[config.mk]
export PLATFORM = sky130hd
export DESIGN_NAME = seg7_scan_driver
export DESIGN_NICKNAME = d
export VERILOG_FILES = /design/src/rtl/seg7_pkg.sv /design/src/rtl/bcd_to_seg7.sv /design/src/rtl/seg7_scan_driver.sv
export SDC_FILE = /design/constraint.sdc
export NUM_CORES = 1
export LEC_CHECK = 0
export ABC_AREA = 1
export BUFFER_PORTS_ARGS = -buffer_cell sky130_fd_sc_hd__buf_2
export CORE_MARGIN = 4
export CORE_UTILIZATION = 58
export DETAILED_ROUTE_END_ITERATION = 7
export PLACE_DENSITY = 0.9
export SYNTH_ARGS = -nofsm -noshare
export SYNTH_HDL_FRONTEND = slang
export SYNTH_SLANG_ARGS = --single-unit
[constraint.sdc]
create_clock -name clk_in -period 2.25 [get_ports clk_in]
set_clock_uncertainty 0.05 [all_clocks]
set_input_delay 0.45 -clock clk_in [delete_from_list [all_inputs] [get_ports clk_in]]
set_output_delay 0.45 -clock clk_in [all_outputs]
set_load 0.005 [all_outputs]
[src/rtl/seg7_pkg.sv]
// Shared constants for the 4-digit 7-segment scan driver.
// Glyphs are active-low, bit 6 = g ... bit 0 = a.
package seg7_pkg;

  localparam int unsigned SEG_DIGITS = 4;

  localparam logic [6:0] GLYPH_0     = 7'b1000000;
  localparam logic [6:0] GLYPH_1     = 7'b1111001;
  localparam logic [6:0] GLYPH_2     = 7'b0100100;
  localparam logic [6:0] GLYPH_3     = 7'b0110000;
  localparam logic [6:0] GLYPH_4     = 7'b0011001;
  localparam logic [6:0] GLYPH_5     = 7'b0010010;
  localparam logic [6:0] GLYPH_6     = 7'b0000010;
  localparam logic [6:0] GLYPH_7     = 7'b1111000;
  localparam logic [6:0] GLYPH_8     = 7'b0000000;
  localparam logic [6:0] GLYPH_9     = 7'b0010000;
  localparam logic [6:0] GLYPH_DASH  = 7'b0111111;
  localparam logic [6:0] GLYPH_BLANK = 7'b1111111;

endpackage

[src/rtl/bcd_to_seg7.sv]
// Combinational BCD digit to active-low 7-segment glyph; non-BCD codes show a dash.
module bcd_to_seg7
  import seg7_pkg::*;
(
  input  logic [3:0] bcd_i,
  output logic [6:0] seg_o
);

  always_comb begin
    seg_o = GLYPH_DASH;
    case (bcd_i)
      4'd0:    seg_o = GLYPH_0;
      4'd1:    seg_o = GLYPH_1;
      4'd2:    seg_o = GLYPH_2;
      4'd3:    seg_o = GLYPH_3;
      4'd4:    seg_o = GLYPH_4;
      4'd5:    seg_o = GLYPH_5;
      4'd6:    seg_o = GLYPH_6;
      4'd7:    seg_o = GLYPH_7;
      4'd8:    seg_o = GLYPH_8;
      4'd9:    seg_o = GLYPH_9;
      default: seg_o = GLYPH_DASH;
    endcase
  end

endmodule

[src/rtl/seg7_scan_driver.sv]
// Time-multiplexed MM:SS display driver: per-frame snapshot of the BCD count,
// leading-zero blanking, colon on minutes-units and whole-display blink.
module seg7_scan_driver
  import seg7_pkg::*;
#(
  parameter int unsigned SCAN_DIV  = 50000,
  parameter int unsigned BLINK_DIV = 64
) (
  input  logic        clk_in,
  input  logic        RESET,
  input  logic [16:1] Q,
  input  logic        LZB,
  input  logic        BLINK_EN,
  output logic [7:1]  SEG,
  output logic        DP,
  output logic [4:1]  AN
);

  localparam int unsigned PCNT_W = $clog2(SCAN_DIV);
  localparam int unsigned FCNT_W = (BLINK_DIV > 1) ? $clog2(BLINK_DIV) : 1;
  localparam int unsigned IDX_W  = $clog2(SEG_DIGITS);

  localparam logic [PCNT_W-1:0] PCNT_MAX  = PCNT_W'(SCAN_DIV - 1);
  localparam logic [FCNT_W-1:0] FCNT_MAX  = FCNT_W'(BLINK_DIV - 1);
  localparam logic [IDX_W-1:0]  IDX_LAST  = IDX_W'(SEG_DIGITS - 1);
  localparam logic [IDX_W-1:0]  IDX_COLON = IDX_W'(2);

  logic [PCNT_W-1:0] pcnt_q, pcnt_d;
  logic [IDX_W-1:0]  idx_q, idx_d;
  logic [16:1]       snap_q, snap_d;
  logic              primed_q;
  logic [FCNT_W-1:0] fcnt_q, fcnt_d;
  logic              phase_q, phase_d;
  logic              blink_en_q;
  logic [6:0]        seg_q, seg_d;
  logic              dp_q, dp_d;
  logic [3:0]        an_q, an_d;

  logic       tick, wrap, blank;
  logic [3:0] digit;
  logic [6:0] glyph;

  // Scan timing is frozen until the first snapshot is taken.
  assign tick = primed_q && (pcnt_q == PCNT_MAX);
  assign wrap = tick && (idx_q == IDX_LAST);

  always_comb begin
    pcnt_d = pcnt_q;
    idx_d  = idx_q;
    snap_d = snap_q;
    if (primed_q) begin
      pcnt_d = tick ? '0 : pcnt_q + PCNT_W'(1);
    end
    if (tick) begin
      idx_d = (idx_q == IDX_LAST) ? '0 : idx_q + IDX_W'(1);
    end
    if (!primed_q || wrap) begin
      snap_d = Q;
    end
  end

  // A wrap landing in the same cycle BLINK_EN rises is not counted.
  always_comb begin
    fcnt_d  = fcnt_q;
    phase_d = phase_q;
    if (!BLINK_EN) begin
      fcnt_d  = '0;
      phase_d = 1'b0;
    end else if (wrap && blink_en_q) begin
      if (fcnt_q == FCNT_MAX) begin
        fcnt_d  = '0;
        phase_d = ~phase_q;
      end else begin
        fcnt_d = fcnt_q + FCNT_W'(1);
      end
    end
  end

  always_comb begin
    digit = 4'd0;
    unique case (idx_q)
      IDX_W'(0): digit = snap_q[4:1];
      IDX_W'(1): digit = snap_q[8:5];
      IDX_W'(2): digit = snap_q[12:9];
      IDX_W'(3): digit = snap_q[16:13];
      default:   digit = 4'd0;
    endcase
  end

  bcd_to_seg7 u_dec (
    .bcd_i (digit),
    .seg_o (glyph)
  );

  assign blank = LZB && (idx_q == IDX_LAST) && (snap_q[16:13] == 4'd0);

  always_comb begin
    an_d  = 4'b1111;
    seg_d = GLYPH_BLANK;
    dp_d  = 1'b1;
    if (primed_q) begin
      seg_d = blank ? GLYPH_BLANK : glyph;
      if (!phase_q && !blank) begin
        an_d = ~(4'b0001 << idx_q);
      end
      if (!phase_q && (idx_q == IDX_COLON)) begin
        dp_d = 1'b0;
      end
    end
  end

  always_ff @(posedge clk_in or posedge RESET) begin
    if (RESET) begin
      pcnt_q     <= '0;
      idx_q      <= '0;
      snap_q     <= '0;
      primed_q   <= 1'b0;
      fcnt_q     <= '0;
      phase_q    <= 1'b0;
      blink_en_q <= 1'b0;
      seg_q      <= GLYPH_BLANK;
      dp_q       <= 1'b1;
      an_q       <= 4'b1111;
    end else begin
      pcnt_q     <= pcnt_d;
      idx_q      <= idx_d;
      snap_q     <= snap_d;
      primed_q   <= 1'b1;
      fcnt_q     <= fcnt_d;
      phase_q    <= phase_d;
      blink_en_q <= BLINK_EN;
      seg_q      <= seg_d;
      dp_q       <= dp_d;
      an_q       <= an_d;
    end
  end

  assign SEG = seg_q;
  assign DP  = dp_q;
  assign AN  = an_q;

endmodule

==> flow_metrics.py, run 1 <==
metrics = {
    "timing": {
        "finalSetupTns_ns": 0,
        "worst_pin_slew_ns": 0.5110,
        "timing.final.ws_setup_ns": 0.2721,
        "finalSetupViolCount": 0,
        "max_freq_mhz": 505.6,
        "maxSlewViolCount": 0,
        "period_minus_slack_ns": 1.978,
        "timing.final.crit_share": 0.8791,
        "hold_viol": 0,
        "timing.hold.ws_ns": 0.04300,
        "rsz0062_at_grt": "no",
        "max_slew_margin": 0.6571,
    },
    "yosys": {
        "synthTopCellsByArea": "dfrtp_1 37%, nand2_1 13%, dfstp_2 11%",
        "avgSynthCellArea_sq_um": 7.986,
        "ys_ff_latch": 55,
        "syn_nets": 396,
        "netlist_area_sq_mm": 0.002923,
        "synth.largest_area_cell": "dfrtp_1",
        "synth.distinct_cells": 33,
        "yosysTopAreaCellShare": 0.3682,
        "synth-seq-area-share": 0.4760,
        "yosys_warnings": 0,
        "netlist_instances": 366,
    },
    "die": {
        "rows": 25,
        "fp.dieW_microns": 78.99,
        "die_h_microns": 78.99,
        "initial_core_util": 0.6068,
        "ioPinCount": 32,
        "design.core.area_sq_mm": 0.004817,
        "dieArea_sq_mm": 0.006239,
    },
    "power_and_ir_drop": {
        "netSwitchingPower_mw": 0.6211,
        "power_density_mw_per_mm2": 639.9,
        "ir_drop_v": 0.0004784,
        "leakagePower_nw": 1.641,
        "comb_power_share": 0.157,
        "p_clk_frac": 0.275,
        "p_int_mw": 1.449,
        "p_sw_frac": 0.3001,
        "seq_power_share": 0.568,
    },
    "place": {
        "pre_cts_slack_ns": 0.3169,
        "place_congestion": 0.9138,
        "place_inst": 458,
        "port_buffers": 31,
        "place_area_sq_mm": 0.003137,
        "hpwl_microns": 4337,
    },
    "routing": {
        "routed_wl_microns": 5753,
        "drc": 0,
        "ant_nets": 0,
        "vias_per_cell": 5.227,
        "wire_per_inst_microns": 12.35,
        "vias": 2436,
        "drt-initial-drc-count": 160,
        "first_pass_iters": 4,
    },
    "cells_and_area": {
        "multiInputGateArea_sq_mm": 0.001308,
        "stdcell_area_sq_mm": 0.003234,
        "final_common_cell": "nand2_1",
        "drive_above_1_share": 0.1905,
        "fin_cells": 466,
        "regArea_sq_mm": 0.001391,
        "syn_to_final_growth_pct": 10.66,
        "n_antenna_cell": 0,
        "final_cell_mix": "102 x nand2_1, 43 x dfrtp_1, 42 x inv_1",
        "nFillCells": 401,
        "final_nets": 428,
    },
    "setup_path": {
        "critPathKind": "reg2reg",
        "worstPathRequired_ns": 2.46,
        "arrival_ns": 2.19,
        "cp-end-kind": "flip-flop",
        "crit_path_start": "idx_q[0]",
        "path_buf_inv": 3,
        "reg2reg_from": "idx_q[0]",
        "worstPathMaxFanout": 5,
        "reg2reg_setup_slack_ns": 0.27,
        "cp_slowest_cell": "dfrtp_1",
        "cp_top_family": "adder cells",
        "max_stage_delay_ns": 0.44,
        "cpMostUsedCell": "nand2_1",
        "critPathLaunchType": "flip-flop",
        "r2r_cells": 11,
        "cp.depth": 11,
        "crit_chain": "inv_1 > ha_1 > inv_1 > o21ai_0 > o22ai_1 > ha_1 > inv_1 > nand2_1 > nand2_1 > nand2_1 > nand2_1",
        "timing.rr.end": "SEG[4]",
    },
    "global_route": {
        "antenna_found_initial": 0,
        "grt_max_degree": 40,
        "grt_pass1_wl_microns": 10100,
        "grt_pass1_vias": 2296,
        "grt_usage": 0.2028,
        "overflow": 0,
    },
    "clock_tree": {
        "clock_path_buffers": 2,
        "cts_buffers": 5,
        "hold_buffers": 0,
        "cts-root-buf": "clkbuf_8",
        "cts-resized-gates": 0,
        "clock_sinks": 55,
        "cts.clk_slew.worst_paths_ns": 0.10,
        "post_cts_buffers": 0,
        "clock_latency_ns": 0.31,
        "cts.htree.levels": 2,
        "cts_tree": "yes",
    },
    "min_path": {
        "min_path_type": "in2async",
    },
    "run": {
        "maxCapViolations": 0,
    },
    "status": {
        "status": "finished, final reports clean",
    },
}
==> sequential cells by signal, summed over array words and instances (netlist names) <==
name        count
fcnt_q          6
blink_en_q      1
snap_q         16
pcnt_q         16
idx_q           2
SEG             7
phase_q         1
primed_q        1
DP              1
AN              4
==> cells in the mapped netlist <==
library cell,count
inv_2,1
o21ai_1,1
nor3_1,7
dfrtp_1,43
o21a_1,1
nand2_4,3
ha_1,10
buf_1,2
o22ai_1,1
xor2_1,5
nor2_4,1
buf_8,1
inv_1,43
o21ai_0,22
conb_1,1
nor2_1,33
buf_6,1
nand2_1,102
a21oi_2,1
o211a_1,2
o31ai_1,1
o21bai_2,1
dfstp_2,12
a21oi_1,5
nand2_2,8
inv_4,1
nand4_2,1
clkbuf_1,1
nand4_1,6
nor2_2,1
o21ai_2,4
buf_2,3
nand3_1,41
==> logic make-up after synthesis <==
group,synth area share
simple gates,0.3074
flops,0.4760
buf+inv,0.07662
compound gates,0.08091
fa+ha+maj,0.04281
xor+xnor,0.01498
other cells,0.001283
==> worst max-delay path by stage <==
stage,slack (ns),to
floorplan,0.43,blink_en_q
global placement,0.40,SEG[2]
detailed placement,0.32,SEG[6]
CTS,0.28,SEG[6]
global route,0.03,SEG[4]
finish,0.27,SEG[4]
==> per-stage QoR <==
stage / power [mW] / utilization
after global routing: 2.199 / 0.6714
after global placement: 1.497 / 0.6512
after floorplan: 1.414 / -
after CTS: 2.089 / 0.6714
after detailed placement: 1.517 / 0.6512
final: 2.070 / 0.6714
==> layout make-up <==
| class | instances | share of cell area |
|---|---|---|
| clock buffers | 5 | 0.02128 |
| repair buffers | 33 | 0.05648 |
| clock inverters | 3 | 0.008897 |
| well taps | 67 | 0.02592 |
| inverters | 45 | 0.05300 |
| multi-input cells | 258 | 0.4043 |
| flip-flops and latches | 55 | 0.4302 |
==> routing by layer <==
layer	part of all wire	GRT usage	vias up
met5	0	0	-
met4	0.013	0.07045	0
met3	0.042	0.04195	8
met2	0.48	0.3325	52
met1	0.47	0.2677	1144
li1	-	-	1232
==> worst reg2reg max path, cell delays in order (launching register included) <==
cell     delay, ns
dfrtp_1       0.44
inv_1         0.12
ha_1          0.24
inv_1         0.07
o21ai_0       0.23
o22ai_1       0.16
ha_1          0.29
inv_1         0.07
nand2_1       0.06
nand2_1       0.07
nand2_1       0.05
nand2_1       0.07
==> power groups by stage <==
stage / clock network [mW] / registers [mW] / logic (mW)
global placement: 0 / 1.19 / 0.311
global route: 0.632 / 1.19 / 0.380
floorplan: 0 / 1.17 / 0.240
CTS: 0.585 / 1.17 / 0.330
detailed placement: 0 / 1.19 / 0.326
finish: 0.569 / 1.18 / 0.326
No activity file was read; power rests on OpenSTA's default activity.
==> run 2: changes to the inputs <==
Settings changed: HOLD_SLACK_MARGIN from default to 0.05.
==> flow_metrics.py, run 2 (synthesis results as in run 1) <==
metrics = {
    "timing": {
        "worst_pin_slew_ns": 0.5175,
        "rsz0062_at_grt": "no",
        "finalSetupTns_ns": 0,
        "period_minus_slack_ns": 1.982,
        "hold_viol": 0,
        "max_slew_margin": 0.6527,
        "timing.hold.ws_ns": 0.2820,
        "maxSlewViolCount": 0,
        "max_freq_mhz": 504.5,
        "timing.final.crit_share": 0.8809,
        "finalSetupViolCount": 0,
    },
    "cells_and_area": {
        "final_cell_mix": "102 x nand2_1, 43 x dfrtp_1, 42 x inv_1",
        "stdcell_area_sq_mm": 0.003244,
        "final_nets": 429,
        "syn_to_final_growth_pct": 11.00,
        "utilization": 0.6735,
        "final_common_cell": "nand2_1",
        "drive_above_1_share": 0.1900,
        "n_antenna_cell": 0,
    },
    "min_path": {
        "min_from": "Q[1]",
        "worstHoldPathCells": 3,
        "whs_endpoint": "snap_q[1]",
        "min_path_type": "in2reg",
    },
    "setup_path": {
        "worstPathRequired_ns": 2.46,
        "critPathKind": "reg2reg",
        "cp-end-kind": "flip-flop",
        "reg2reg_setup_slack_ns": 0.27,
        "max_stage_delay_ns": 0.43,
        "arrival_ns": 2.19,
        "critPathLaunchType": "flip-flop",
        "cp_slowest_cell": "dfrtp_1",
        "worstPathMaxFanout": 5,
        "cpMostUsedCell": "nand2_1",
        "reg2reg_from": "idx_q[0]",
        "crit_chain": "inv_1 > ha_1 > inv_1 > o21ai_0 > o22ai_1 > ha_1 > inv_1 > nand2_1 > nand2_1 > nand2_1 > nand2_1",
        "timing.rr.end": "SEG[4]",
        "r2r_cells": 11,
    },
    "routing": {
        "drc": 0,
        "ant_nets": 0,
        "first_pass_iters": 4,
        "drt-initial-drc-count": 153,
        "wire_per_inst_microns": 12.39,
        "vias": 2449,
        "vias_per_cell": 5.244,
        "routed_wl_microns": 5785,
    },
    "clock_tree": {
        "clock_sinks": 55,
        "cts-resized-gates": 0,
        "cts.htree.levels": 2,
        "clock_path_buffers": 2,
        "post_cts_buffers": 0,
        "cts_buffers": 5,
        "hold_buffers": 1,
        "clock_latency_ns": 0.31,
        "cts_tree": "yes",
        "cts-root-buf": "clkbuf_8",
        "cts.clk_slew.worst_paths_ns": 0.10,
    },
    "die": {
        "design.core.area_sq_mm": 0.004817,
        "fp.dieW_microns": 78.99,
        "ioPinCount": 32,
        "initial_core_util": 0.6068,
        "die_h_microns": 78.99,
        "dieArea_sq_mm": 0.006239,
        "rows": 25,
    },
    "power_and_ir_drop": {
        "power_density_mw_per_mm2": 638.7,
        "p_int_mw": 1.450,
        "comb_power_share": 0.158,
        "p_clk_frac": 0.275,
        "ir_drop_v": 0.0004792,
        "seq_power_share": 0.567,
        "p_sw_frac": 0.3003,
        "netSwitchingPower_mw": 0.6223,
        "leakagePower_nw": 1.645,
    },
    "place": {
        "hpwl_microns": 4337,
        "place_congestion": 0.9138,
        "place_area_sq_mm": 0.003137,
        "port_buffers": 31,
    },
    "global_route": {
        "antenna_found_initial": 0,
        "grt_usage": 0.2033,
        "overflow": 0,
        "grt_pass1_vias": 2308,
        "grt_max_degree": 40,
        "grt_pass1_wl_microns": 10130,
    },
    "run": {
        "maxCapViolations": 0,
    },
    "status": {
        "status": "finished, final reports clean",
    },
}
-- run 2: cell count changes in the layout (fill, tap and decap cells not counted), sizes merged --
cell         delta
dlygate4sd3     +1
-- run 2: cell type report --
class                   instances  area [sq um]
clock inverters                 3         28.78
multi-input cells             258          1308
repair buffers                 34         192.7
fillers                       400          1573
inverters                      45         171.4
well taps                      67         83.83
flip-flops and latches         55          1391
clock buffers                   5         68.82
-- run 2: layer usage --
layer	vias up	GRT usage	wire, microns
met4	0	0.07045	76
met5	-	0	0
met3	8	0.04195	257
li1	1235	-	-
met1	1144	0.2677	2659
met2	62	0.3342	2792
-- run 2: critical path: cells and delay by family, from the launching register on --
| kind | cells | cell delay [ns] |
|---|---|---|
| buffers and inverters | 3 | 0.26 |
| adders and majority gates | 2 | 0.53 |
| and+or+nand+nor | 4 | 0.26 |
| DFF | 1 | 0.43 |
| AOI/OAI and AO/OA | 2 | 0.40 |
-- run 2: per-stage QoR --
step,instances,total power [mW],setup slack [ns]
after detailed placement,458,1.517,0.3169
after global placement,458,1.497,0.3953
after CTS,467,2.090,0.2819
after global routing,467,2.200,0.02825
after floorplan,366,1.414,0.4269
final,467,2.072,0.2680
-- run 2: how the worst max path moves through the flow --
stage	end	depth (start not counted)	slack [ns]	from
final	SEG[4]	11	0.27	idx_q[0]
after global routing	SEG[4]	11	0.03	idx_q[0]
after global placement	SEG[2]	8	0.40	idx_q[0]
after CTS	SEG[6]	9	0.28	idx_q[0]
after detailed placement	SEG[6]	9	0.32	idx_q[0]
after floorplan	blink_en_q	1	0.43	RESET
-- run 2: power groups by stage --
stage / Sequential, mW / Combinational (mW) / Clock, mW
after floorplan: 1.17 / 0.240 / 0
after CTS: 1.17 / 0.332 / 0.585
after detailed placement: 1.19 / 0.326 / 0
after global routing: 1.19 / 0.381 / 0.632
final: 1.17 / 0.328 / 0.570
after global placement: 1.19 / 0.311 / 0
